**src/rtl/if_pkg.sv**
```systemverilog
// Shared constants and helpers for the instruction-fetch prefetch stage.
package if_pkg;

    localparam int unsigned DEF_ADDR_W   = 32;
    localparam int unsigned DEF_INSTR_W  = 32;
    localparam int unsigned DEF_DEPTH    = 4;
    localparam int unsigned DEF_STEP     = 4;
    localparam logic [31:0] DEF_RESET_PC = 32'h0;

    // Ceiling log2, never less than 1; used to size counters that must hold 0..DEPTH.
    function automatic int unsigned clog2(input int unsigned v);
        int unsigned r;
        r = 0;
        for (int i = 0; i < 32; i++) begin
            if ((64'd1 << i) < 64'(v)) r = i + 1;
        end
        return (r == 0) ? 1 : r;
    endfunction

endpackage

```
**src/rtl/if_fifo.sv**
```systemverilog
// Small synchronous FIFO holding fetched instructions; flush has priority.
module if_fifo
    import if_pkg::*;
#(
    parameter int unsigned WIDTH = DEF_INSTR_W,
    parameter int unsigned DEPTH = DEF_DEPTH,
    parameter int unsigned CNT_W = clog2(DEPTH + 1)
) (
    input  logic             clk,
    input  logic             rst,
    input  logic             flush,
    input  logic             push,
    input  logic             pop,
    input  logic [WIDTH-1:0] din,
    output logic [CNT_W-1:0] count,
    output logic [WIDTH-1:0] head
);

    localparam int unsigned AW = $clog2(DEPTH);

    logic [WIDTH-1:0] mem_q [DEPTH];
    logic [WIDTH-1:0] mem_d [DEPTH];
    logic [AW-1:0]    rptr_q, rptr_d;
    logic [AW-1:0]    wptr_q, wptr_d;
    logic [CNT_W-1:0] count_q, count_d;
    logic             push_ok, pop_ok;

    // Next-state: flush empties, otherwise write at wptr and/or advance rptr.
    always_comb begin
        mem_d   = mem_q;
        rptr_d  = rptr_q;
        wptr_d  = wptr_q;
        count_d = count_q;
        push_ok = push && (count_q != CNT_W'(DEPTH));
        pop_ok  = pop && (count_q != '0);
        if (flush) begin
            rptr_d  = '0;
            wptr_d  = '0;
            count_d = '0;
        end else begin
            if (push_ok) begin
                mem_d[wptr_q] = din;
                wptr_d        = wptr_q + AW'(1);
            end
            if (pop_ok) rptr_d = rptr_q + AW'(1);
            count_d = count_q + CNT_W'(push_ok) - CNT_W'(pop_ok);
        end
    end

    // Storage cleared on reset so the head reads zero until first fill.
    always_ff @(posedge clk or posedge rst) begin
        if (rst) begin
            for (int i = 0; i < int'(DEPTH); i++) mem_q[i] <= '0;
            rptr_q  <= '0;
            wptr_q  <= '0;
            count_q <= '0;
        end else begin
            mem_q   <= mem_d;
            rptr_q  <= rptr_d;
            wptr_q  <= wptr_d;
            count_q <= count_d;
        end
    end

    assign count = count_q;
    assign head  = mem_q[rptr_q];

endmodule

```
**src/rtl/if_prefetch_stage.sv**
```systemverilog
// Instruction prefetch: keeps up to DEPTH fetches in flight/buffered, handles
// redirects by discarding every response that was already requested.
module if_prefetch_stage
    import if_pkg::*;
#(
    parameter int unsigned        ADDR_W   = DEF_ADDR_W,
    parameter int unsigned        INSTR_W  = DEF_INSTR_W,
    parameter int unsigned        DEPTH    = DEF_DEPTH,
    parameter int unsigned        STEP     = DEF_STEP,
    parameter logic [ADDR_W-1:0]  RESET_PC = ADDR_W'(DEF_RESET_PC)
) (
    input  logic               clk,
    input  logic               rst,
    input  logic               freeze,
    input  logic               branch_taken,
    input  logic [ADDR_W-1:0]  branch_address,
    output logic               mem_req,
    output logic [ADDR_W-1:0]  mem_addr,
    input  logic               mem_gnt,
    input  logic               mem_rvalid,
    input  logic [INSTR_W-1:0] mem_rdata,
    output logic               valid,
    output logic [INSTR_W-1:0] instruction,
    output logic [ADDR_W-1:0]  pc
);

    localparam int unsigned       CW     = clog2(DEPTH + 1);
    localparam logic [ADDR_W-1:0] STEP_A = ADDR_W'(STEP);
    localparam logic [ADDR_W-1:0] ALIGN  = ~(STEP_A - ADDR_W'(1));

    logic [ADDR_W-1:0] fetch_pc_q, fetch_pc_d;
    logic [ADDR_W-1:0] deliver_pc_q, deliver_pc_d;
    logic [CW-1:0]     out_q, out_d;
    logic [CW-1:0]     disc_q, disc_d;

    logic [CW-1:0]     count;
    logic [CW-1:0]     live;
    logic [CW:0]       occupancy;
    logic              issue, retire;
    logic              push, pop, flush;

    if_fifo #(
        .WIDTH (INSTR_W),
        .DEPTH (DEPTH),
        .CNT_W (CW)
    ) u_fifo (
        .clk   (clk),
        .rst   (rst),
        .flush (flush),
        .push  (push),
        .pop   (pop),
        .din   (mem_rdata),
        .count (count),
        .head  (instruction)
    );

    // Request gating, issue/retire bookkeeping and redirect handling.
    always_comb begin
        live      = out_q - disc_q;
        occupancy = {1'b0, count} + {1'b0, live};
        mem_req   = !rst && (occupancy < (CW + 1)'(DEPTH)) && (out_q < CW'(DEPTH));
        issue     = mem_req && mem_gnt;
        retire    = mem_rvalid && (out_q != '0);
        valid     = (count != '0);

        out_d        = out_q + CW'(issue) - CW'(retire);
        fetch_pc_d   = issue ? fetch_pc_q + STEP_A : fetch_pc_q;
        deliver_pc_d = deliver_pc_q;
        disc_d       = disc_q;
        flush        = 1'b0;
        push         = 1'b0;
        pop          = 1'b0;

        if (branch_taken) begin
            // Everything still in flight after this edge, including a grant
            // taken right now, belongs to the old path.
            flush        = 1'b1;
            fetch_pc_d   = branch_address & ALIGN;
            deliver_pc_d = branch_address & ALIGN;
            disc_d       = out_d;
        end else begin
            if (retire) begin
                if (disc_q != '0) disc_d = disc_q - CW'(1);
                else              push   = 1'b1;
            end
            pop = valid && !freeze;
            if (pop) deliver_pc_d = deliver_pc_q + STEP_A;
        end
    end

    // Architectural state registers.
    always_ff @(posedge clk or posedge rst) begin
        if (rst) begin
            fetch_pc_q   <= RESET_PC;
            deliver_pc_q <= RESET_PC;
            out_q        <= '0;
            disc_q       <= '0;
        end else begin
            fetch_pc_q   <= fetch_pc_d;
            deliver_pc_q <= deliver_pc_d;
            out_q        <= out_d;
            disc_q       <= disc_d;
        end
    end

    assign mem_addr = fetch_pc_q;
    assign pc       = deliver_pc_q + STEP_A;

endmodule

```
**config.mk**
```make
export PLATFORM = sky130hd
export DESIGN_NAME = if_prefetch_stage
export DESIGN_NICKNAME = d
export VERILOG_FILES = /design/src/rtl/if_pkg.sv /design/src/rtl/if_fifo.sv /design/src/rtl/if_prefetch_stage.sv
export SDC_FILE = /design/constraint.sdc
export NUM_CORES = 1
export LEC_CHECK = 0
export BUFFER_PORTS_ARGS = -buffer_cell sky130_fd_sc_hd__buf_2
export CORE_ASPECT_RATIO = 1.4
export CORE_UTILIZATION = 40
export CTS_CLUSTER_DIAMETER = 60
export DETAILED_ROUTE_END_ITERATION = 12
export PLACE_DENSITY = 0.58
export SLEW_MARGIN = 10
export SYNTH_ARGS = -nofsm -noshare
export SYNTH_HDL_FRONTEND = slang
export SYNTH_SLANG_ARGS = --single-unit
```
**constraint.sdc**
```tcl
create_clock -name clk -period 6.72 [get_ports clk]
set_input_delay 1.008 -clock clk [delete_from_list [all_inputs] [get_ports clk]]
set_output_delay 1.008 -clock clk [all_outputs]
set_load 0.03 [all_outputs]
```
==> results.txt, run 1 <==
- In this run the power density over the cells is 360 nW/um2.
* Area growth from synthesis to final layout: 16.5%
* Category of the critical setup timing path: reg2out
- Number of flops mapped to enable cells by yosys: 0
- Largest area contributor in the synthesized netlist: sky130_fd_sc_hd__dfrtp_1
- Cells after Synth: 922
- The worst setup path is captured at a primary output.
- The count of buffers added on input and output ports is 161.
- Final-report max-slew violation count: 0
* Setup total negative slack: 0 ns
* Clock transition at the register clock pins on the worst setup and hold paths after CTS: 0.06 ns
* Drt total wl: 28400 um
- The initial utilization of the core area, before any placement, comes to 0.410.
* Max-cap viol count: 0
- Required @ worst endpoint: 5.71 ns
* TritonCTS clock tree: built
* Minimum clock period after layout: 4.40 ns
* Fraction of layout cells with a size suffix above 1: 0.365
* Worst ir drop on vdd: 0.180 mV
* Hold buffers post-CTS: 0
- Between clock sinks in the finished design, the worst skew comes to 0.0131 ns.
- Once the clock tree was built, the setup fixing pass inserted 0 buffers.
- Worst Path Arrival: 3.39 ns
* Die ar.: 27600 um2
- Gates resized during post-CTS repair numbered 0.
* Clock root buffer: sky130_fd_sc_hd__clkbuf_16
- Summed over all cells, the static leakage comes to 5.68 nW.
- Vias per std cell: 5.73
* Row Count: 70
* IO Pins: 168
- CP startpoint kind: register
- Total standard cell area after synthesis: 10800 um2
- Number of antenna violations at the first check in global routing: 6
- Based on the critical path, the design can be clocked at up to 227 MHz.
- After global routing the overflow that remains totals 0.
* Wire length of the first global-routing pass: 45200 um
- Entering global routing, the biggest net connects 110 pins.
* Number of buffers added by the clock tree synthesis step: 23
* Later-pin clock latency in the skew report: 0.51 ns
- Count of nets left with antenna violations after detail routing: 0
* Post-place instance area: 11800 um2
- Number of distinct standard cells referenced by the synthesized netlist: 57
* Die extent in x: 141 um
- GR Util All Layers: 0.209
- Core footprint: 26300 um2
- Max_slew headroom: 0.460
- Warnings from Yosys: 0
- Nets@finish: 1148
- Sinks on Clock Net: 201
- Number of global-route vias before repair: 8089
* Drt first-iter violations: 392
- The number of failing hold endpoints at the final stage came to 0.
* Critical-path maximum fanout: 11
- Maximum count of clock buffers along a single path: 3
- Cells taking the most area after synthesis: sky130_fd_sc_hd__dfrtp_1 (47%), sky130_fd_sc_hd__mux2_2 (14%), sky130_fd_sc_hd__mux4_2 (6.7%), sky130_fd_sc_hd__xnor2_1 (2.9%), sky130_fd_sc_hd__nand4_1 (2.1%)
* Gp weighted congestion: 0.854
- Router iterations before antenna repair: 6
* Max H-tree Level: 1
* Setup repair after global routing missed its margin: false
- Final design instance area without fill: 12500 um2
* Routed length per placed instance: 20.3 um
- Fraction of registers with async set/reset: 1.00
- Measured along the y axis, the die boundary spans 196 um.
* Predominant post-synthesis flop cell: sky130_fd_sc_hd__dfrtp_1
* Total via count after detailed routing: 8033
* Share of synthesized area occupied by flip-flops and latches: 0.467
* Area fraction of the dominant cell type after synthesis: 0.467
- Synthesis inferred 201 register bits.
* Power after layout: 4.52 mW
* Mean area per synthesized cell: 11.7 um2
* Crit share post-route: 0.655
- At the pin with the least slew margin, the transition time is 0.810 ns.
- In the routed design, unresolved DRC markers number 0.
- In this run the worst hold path is classified as reg2reg.
- HPWL after detailed placement: 19200 um
* Worst reg2reg setup slack: 2.98 ns
- Final count of negative-setup-slack endpoints: 0
- The flow ran to the end, and the final reports show no timing, DRC or antenna violations.
-- area by class of cell --
| class | count | area (um2) |
|---|---|---|
| Sequential cell | 201 | 5030 |
| Timing Repair Buffer | 174 | 903 |
| Multi-Input combinational cell | 632 | 5370 |
| Clock buffer | 28 | 624 |
| Antenna cell | 3 | 7.51 |
| Tap cell | 324 | 405 |
| Inverter | 28 | 113 |
| Fill cell | 2473 | 13700 |
| Clock inverter | 12 | 97.6 |
-- routing by layer --
metal | track usage | wire, um | share of wire | up-vias
met5 | 0 | 25 | 0.00088 | -
met4 | 0.0829 | 1070 | 0.038 | 4
met3 | 0.0354 | 1540 | 0.054 | 51
met2 | 0.362 | 14200 | 0.50 | 214
met1 | 0.257 | 11600 | 0.41 | 4032
li1 | - | - | - | 3732
-- cells in the mapped netlist, types with 8 or more instances --
master	n
sky130_fd_sc_hd__a31oi_1	15
sky130_fd_sc_hd__a21oi_1	8
sky130_fd_sc_hd__ha_1	15
sky130_fd_sc_hd__nor3_1	26
sky130_fd_sc_hd__xnor2_1	36
sky130_fd_sc_hd__and3_1	14
sky130_fd_sc_hd__nor2b_1	9
sky130_fd_sc_hd__nand4_1	36
sky130_fd_sc_hd__clkbuf_1	33
sky130_fd_sc_hd__or3_1	8
sky130_fd_sc_hd__or4_1	10
sky130_fd_sc_hd__o31ai_1	13
sky130_fd_sc_hd__dfrtp_1	201
sky130_fd_sc_hd__buf_2	18
sky130_fd_sc_hd__nor2_1	53
sky130_fd_sc_hd__mux4_2	32
sky130_fd_sc_hd__a211oi_1	21
sky130_fd_sc_hd__and4_1	23
sky130_fd_sc_hd__mux2_2	136
sky130_fd_sc_hd__o21ai_0	14
sky130_fd_sc_hd__inv_1	27
sky130_fd_sc_hd__nand2_1	41
sky130_fd_sc_hd__o311a_1	8
sky130_fd_sc_hd__xor2_1	13
sky130_fd_sc_hd__nor4_1	19
sky130_fd_sc_hd__nand3_1	19
-- worst max-delay path, stage by stage, from the launching register on --
cell                       delay (ns)
sky130_fd_sc_hd__dfrtp_1         0.40
sky130_fd_sc_hd__inv_1           0.07
sky130_fd_sc_hd__ha_1            0.13
sky130_fd_sc_hd__inv_1           0.04
sky130_fd_sc_hd__fa_1            0.37
sky130_fd_sc_hd__xor2_1          0.16
sky130_fd_sc_hd__xnor2_1         0.13
sky130_fd_sc_hd__ha_1            0.29
sky130_fd_sc_hd__nor2_1          0.31
sky130_fd_sc_hd__nand3_1         0.42
sky130_fd_sc_hd__clkinv_1        0.31
sky130_fd_sc_hd__buf_2           0.25
-- metrics by stage --
step / util / hold slack, ns / setup slack [ns] / cells
3_3_place_gp: 0.450 / 0.481 / 2.87 / 1359
4_1_cts: 0.477 / 0.501 / 2.30 / 1399
3_5_place_dp: 0.450 / 0.488 / 2.85 / 1359
2_1_floorplan: - / 0.474 / 0.230 / 925
6_report: 0.478 / 0.500 / 2.32 / 1402
5_1_grt: 0.478 / 0.505 / 2.05 / 1401
-- state kept, by name, indices dropped and copies added (netlist names) --
signal	count
u_fifo.mem_q	128
deliver_pc_q	30
mem_addr	30
disc_q	3
out_q	3
u_fifo.count	3
u_fifo.rptr_q	2
u_fifo.wptr_q	2
-- final timing paths --
kind	from	endpoint	depth (start not counted)
worst max-delay path	out_q[0]	mem_req	11
worst min-delay path	u_fifo.mem_q[60]	u_fifo.mem_q[60]	1
worst max register to register	out_q[0]	disc_q[2]	18
worst min register to register	u_fifo.mem_q[60]	u_fifo.mem_q[60]	1
max in group asynchronous	rst	u_fifo.mem_q[85]	3
min in group asynchronous	rst	out_q[0]	2
-- kinds of logic after synthesis --
logic type | synth area share
XOR/XNOR | 0.0398
adder cells (fa/ha/maj) | 0.0230
flip-flops | 0.467
multiplexers | 0.212
buffers and inverters | 0.0365
other | 0.000348
AND/OR/NAND/NOR | 0.152
AO/OA/AOI/OAI | 0.0697
-- power by group --
part	internal, mW	switching (mW)
clock network	0.701	0.507
registers	1.43	0.185
logic	0.672	1.02
-- placed cells by master (no fill, tap or decap), types with 13 or more instances in the layout --
master	synthesis	final
sky130_fd_sc_hd__nor2_1	53	53
sky130_fd_sc_hd__clkbuf_16	0	23
sky130_fd_sc_hd__dfrtp_1	201	200
sky130_fd_sc_hd__and3_1	14	14
sky130_fd_sc_hd__xnor2_1	36	36
sky130_fd_sc_hd__a211oi_1	21	21
sky130_fd_sc_hd__nor4_1	19	18
sky130_fd_sc_hd__buf_4	6	13
sky130_fd_sc_hd__ha_1	15	15
sky130_fd_sc_hd__and4_1	23	23
sky130_fd_sc_hd__nand4_1	36	36
sky130_fd_sc_hd__mux2_2	136	136
sky130_fd_sc_hd__o21ai_0	14	14
sky130_fd_sc_hd__xor2_1	13	13
sky130_fd_sc_hd__inv_1	27	25
sky130_fd_sc_hd__buf_2	18	161
sky130_fd_sc_hd__a31oi_1	15	15
sky130_fd_sc_hd__nand2_1	41	41
sky130_fd_sc_hd__nand3_1	19	19
sky130_fd_sc_hd__o31ai_1	13	13
sky130_fd_sc_hd__nor3_1	26	26
sky130_fd_sc_hd__mux4_2	32	32
(Power assumes the default switching activity.)
==> run 2, diff against run 1 <==
ABC_AREA = 1   (was not set)
PLACE_DENSITY = 0.55   (was 0.58)
clock period = 4.1 ns   (was 6.72 ns; I/O delays follow)
==> run 2 against run 1 <==
  * Setup slack got worse by 1.7 ns
  * Sequential cell count stayed put
  * Critical path depth grew 10
  * Via count grew 32%
  * Core utilization shrank 0.37 points
  * Cell area up 4.8%
  * Combinational power increased by 110%
  * Worst hold slack worse by 0.15 ns
  * Total power is 92% higher
  * Largest power group unchanged
==> results.txt, run 2 <==
* Cells taking the most area after synthesis: sky130_fd_sc_hd__dfrtp_1 (45%), sky130_fd_sc_hd__nand2_1 (20%), sky130_fd_sc_hd__o21ai_1 (5.2%), sky130_fd_sc_hd__nor2_1 (4.7%), sky130_fd_sc_hd__o21ai_0 (4.4%)
- Maximum count of clock buffers along a single path: 3 (unchanged)
- Fraction of registers with async set/reset: 1.00 (unchanged)
- Drt total wl: 35500 um (+25%)
* Gp weighted congestion: 0.919 (+7.5%)
* Type of destination of the critical path: register
* Number of buffers added by the clock tree synthesis step: 24 (+4.3%)
- The floorplan die area came to 28900 um2 (+4.9%).
* Register with the most flip-flops: u_fifo.mem_q
- Hold buffers post-CTS: 0 (unchanged)
- Core footprint: 27700 um2 (+5.6%)
- The total of buffers placed on input and output ports was 161 (unchanged).
* R2R depth: 21 (+3)
- Setup total negative slack: 0 ns (unchanged)
* FF+latch count, synth: 201 (unchanged)
- Fin Clk Skew: 0.0171 ns (+0.00403 ns)
* Total via count after detailed routing: 10.6k (+32%)
* Type of the most critical hold path: in2reg
- The overall die height is 201 um (+2.4%).
* Number of antenna violations at the first check in global routing: 1 (-5)
* Required @ worst endpoint: 4.50 ns (-1.21 ns)
* Cells after Synth: 1570 (+70%)
- Leading cell type by number of instances after synthesis: sky130_fd_sc_hd__nand2_1
* Category of the critical setup timing path: reg2reg
- Pwr per Cell Area: 661 nW/um2 (+84%)
* Predominant post-synthesis flop cell: sky130_fd_sc_hd__dfrtp_1
- The area growth from synthesis to layout is 16.4%.
- The mean area per synthesized cell is 7.20 um2 (-38%).
- Max_slew headroom: 0.224 (-0.236)
- TritonCTS built the clock tree.
- Sum of overflow across all layers after global routing: 0 (unchanged)
- The fraction of the yosys area taken by sequential cells is 0.445 (-0.0219).
* Minimum clock period after layout: 3.45 ns
- The final design utilization is 0.474 (-0.00368).
* Later-pin clock latency in the skew report: 0.52 ns (about the same)
- The final design instance area without fill is 13200 um2 (+4.8%).
- Slew at the pin closest to its max-slew limit: 1.16 ns (+0.352 ns)
* Post-CTS setup repair buffer count: 0 (unchanged)
- Static timing analysis puts the maximum clock frequency at 290 MHz.
* Post-cts gate resize count: 0 (unchanged)
* Post-place instance area: 12300 um2 (+4.3%)
- The library cells used most frequently in the layout, excluding fill and tap cells, are sky130_fd_sc_hd__nand2_1 (602), sky130_fd_sc_hd__dfrtp_1 (200), sky130_fd_sc_hd__buf_2 (161), sky130_fd_sc_hd__nor2_1 (142), sky130_fd_sc_hd__o21ai_1 (119).
* IO Pins: 168 (unchanged)
- The number of maximum-capacitance constraint violations is 0 (unchanged).
- The total DRC errors in the routed layout was 0 (unchanged).
- Reported leakage power: 6.91 nW (+22%)
* Initial Util: 0.407 (-0.00267)
* Area fraction of the dominant cell type after synthesis: 0.445 (-0.0219)
- Total standard cell area after synthesis: 11300 um2 (+4.9%)
- The commonest cells after synthesis are sky130_fd_sc_hd__nand2_1 (602), sky130_fd_sc_hd__dfrtp_1 (201), sky130_fd_sc_hd__nor2_1 (143).
- Vias per std cell: 5.09 (-11%)
- Setup repair after global routing missed its margin: false
* Row Count: 72 (+2.9%)
* Router iterations before antenna repair: 5 (-1)
- The total number of nets in the final design is 1785 (+55%).
- Wire length of the first global-routing pass: 56300 um (+25%)
* Final-report max-slew violation count: 0 (unchanged)
- The worst setup path is launched from a register.
* Clock transition at the register clock pins on the worst setup and hold paths after CTS: 0.06 ns (about the same)
- Routed length per placed instance: 17.0 um (-16%)
* Worst ir drop on vdd: 0.380 mV (+110%)
- Critical-path maximum fanout: 3 (-8)
* Fraction of layout cells with a size suffix above 1: 0.149 (-0.215)
* ANT cells: 0 (-3)
- Number of distinct standard cells referenced by the synthesized netlist: 37 (-35%)
- Sinks on Clock Net: 201 (unchanged)
- Number of cells on the worst hold path: 3 (+2)
- The count of flip-flops with a built-in enable after synthesis is 0 (unchanged).
- The maximum number of pins on one net before global-route repair is 155 (+41%).
- The number of failing hold endpoints at the final stage was 0 (unchanged).
- Leaving out fill and tap cells, the most frequent cell in the layout is sky130_fd_sc_hd__nand2_1.
- Reg2reg start: out_q[0]
* GR Util All Layers: 0.252 (+0.0427)
* HPWL after detailed placement: 23500 um (+22%)
* Startpoint of the worst setup timing path: out_q[0]
* Power after layout: 8.69 mW (+92%)
* Largest area contributor in the synthesized netlist: sky130_fd_sc_hd__dfrtp_1
- The number of flip-flops in the largest register was 128 (unchanged).
- Clock root buffer: sky130_fd_sc_hd__clkbuf_16
- In this run the most critical hold path is launched from mem_rdata[22].
- The number of H-tree levels came to 1 (unchanged).
* Drt first-iter violations: 491 (+25%)
- Worst Path Arrival: 3.84 ns (+0.45 ns)
- The via count of the first global-routing pass came to 10.4k (+29%).
- Count of nets left with antenna violations after detail routing: 0 (unchanged)
- The flow ran to the end, and the final reports show no timing, DRC or antenna violations.
* Warnings from Yosys: 0 (unchanged)
- The overall die width is 144 um (+2.4%).
- Final count of negative-setup-slack endpoints: 0 (unchanged)
* Crit share post-route: 0.841
==> run 2: cell types whose count changed in the layout (fill, tap and decap cells not counted), sizes merged, moves of 22 or more <==
cell,change
nand2,+563
nand3,+55
xnor2,-24
and4,-23
nor2,+99
o21ai,+203
nor3,-24
o22ai,+22
mux2,-136
mux4,-32
inv,+80
==> run 2: cell type report <==
cell class | instances | area [um2]
multi-input cells | 1180 | 5470
repair buffers | 178 | 946
inverters | 112 | 424
clock buffers | 28 | 657
flip-flops and latches | 201 | 5030
clock inverters | 16 | 161
fillers | 2973 | 14600
well taps | 370 | 463
==> run 2: through the flow <==
| step | hold WS (ns) | cells | worst slack, ns |
|---|---|---|---|
| 2_1_floorplan | 0.441 | 1573 | -1.32 |
| 3_3_place_gp | 0.456 | 2041 | 0.703 |
| 4_1_cts | 0.328 | 2085 | 0.617 |
| 5_1_grt | 0.351 | 2085 | 0.388 |
| 3_5_place_dp | 0.463 | 2041 | 0.625 |
| 6_report | 0.347 | 2085 | 0.651 |
==> run 2: worst paths after layout <==
kind / slack [ns] / endpoint
min reg2reg: 0.47 / u_fifo.mem_q[70]
min in group asynchronous: 0.46 / u_fifo.mem_q[34]
max in group asynchronous: 2.32 / mem_addr[7]
max: 0.65 / disc_q[2]
max reg2reg: 0.65 / disc_q[2]
min: 0.35 / u_fifo.mem_q[22]
==> run 2: report_power, final <==
group	switching, mW	internal (mW)	leakage, nW	total, mW
Clock	0.888	1.33	0.413	2.22
Combinational	2.51	1.07	3.91	3.58
Sequential	0.425	2.46	2.58	2.89
==> run 2: routing by layer <==
layer  share of wire  GRT usage  vias to the layer above
li1                -          -                     5251
met1            0.39      0.297                     4951
met2            0.50      0.447                      326
met3           0.057     0.0351                       74
met4           0.047      0.109                        2
met5         0.00025          0                        -
==> run 2: logic make-up after synthesis <==
| family | share of synthesized area |
|---|---|
| flops | 0.445 |
| fa+ha+maj | 0.0219 |
| simple gates | 0.313 |
| buf+inv | 0.0776 |
| xor+xnor | 0.0209 |
| compound gates | 0.121 |
| other cells | 0.000332 |
==> run 2: worst max-delay path, cell delays in order, from the launching register on <==
cell and delay [ns]:
sky130_fd_sc_hd__dfrtp_1 0.42, sky130_fd_sc_hd__inv_1 0.07, sky130_fd_sc_hd__ha_1 0.14, sky130_fd_sc_hd__inv_1 0.05
sky130_fd_sc_hd__fa_1 0.38, sky130_fd_sc_hd__xnor2_1 0.18, sky130_fd_sc_hd__xor2_1 0.17, sky130_fd_sc_hd__ha_1 0.24
sky130_fd_sc_hd__inv_1 0.05, sky130_fd_sc_hd__nand2_1 0.04, sky130_fd_sc_hd__nor2_1 0.13, sky130_fd_sc_hd__nand3_2 0.13
sky130_fd_sc_hd__ha_4 0.23, sky130_fd_sc_hd__inv_2 0.06, sky130_fd_sc_hd__ha_4 0.12, sky130_fd_sc_hd__inv_2 0.03
sky130_fd_sc_hd__fa_2 0.34, sky130_fd_sc_hd__xor2_1 0.16, sky130_fd_sc_hd__xor2_1 0.19, sky130_fd_sc_hd__nand2_1 0.07
sky130_fd_sc_hd__nand3_1 0.07, sky130_fd_sc_hd__nand2_1 0.05
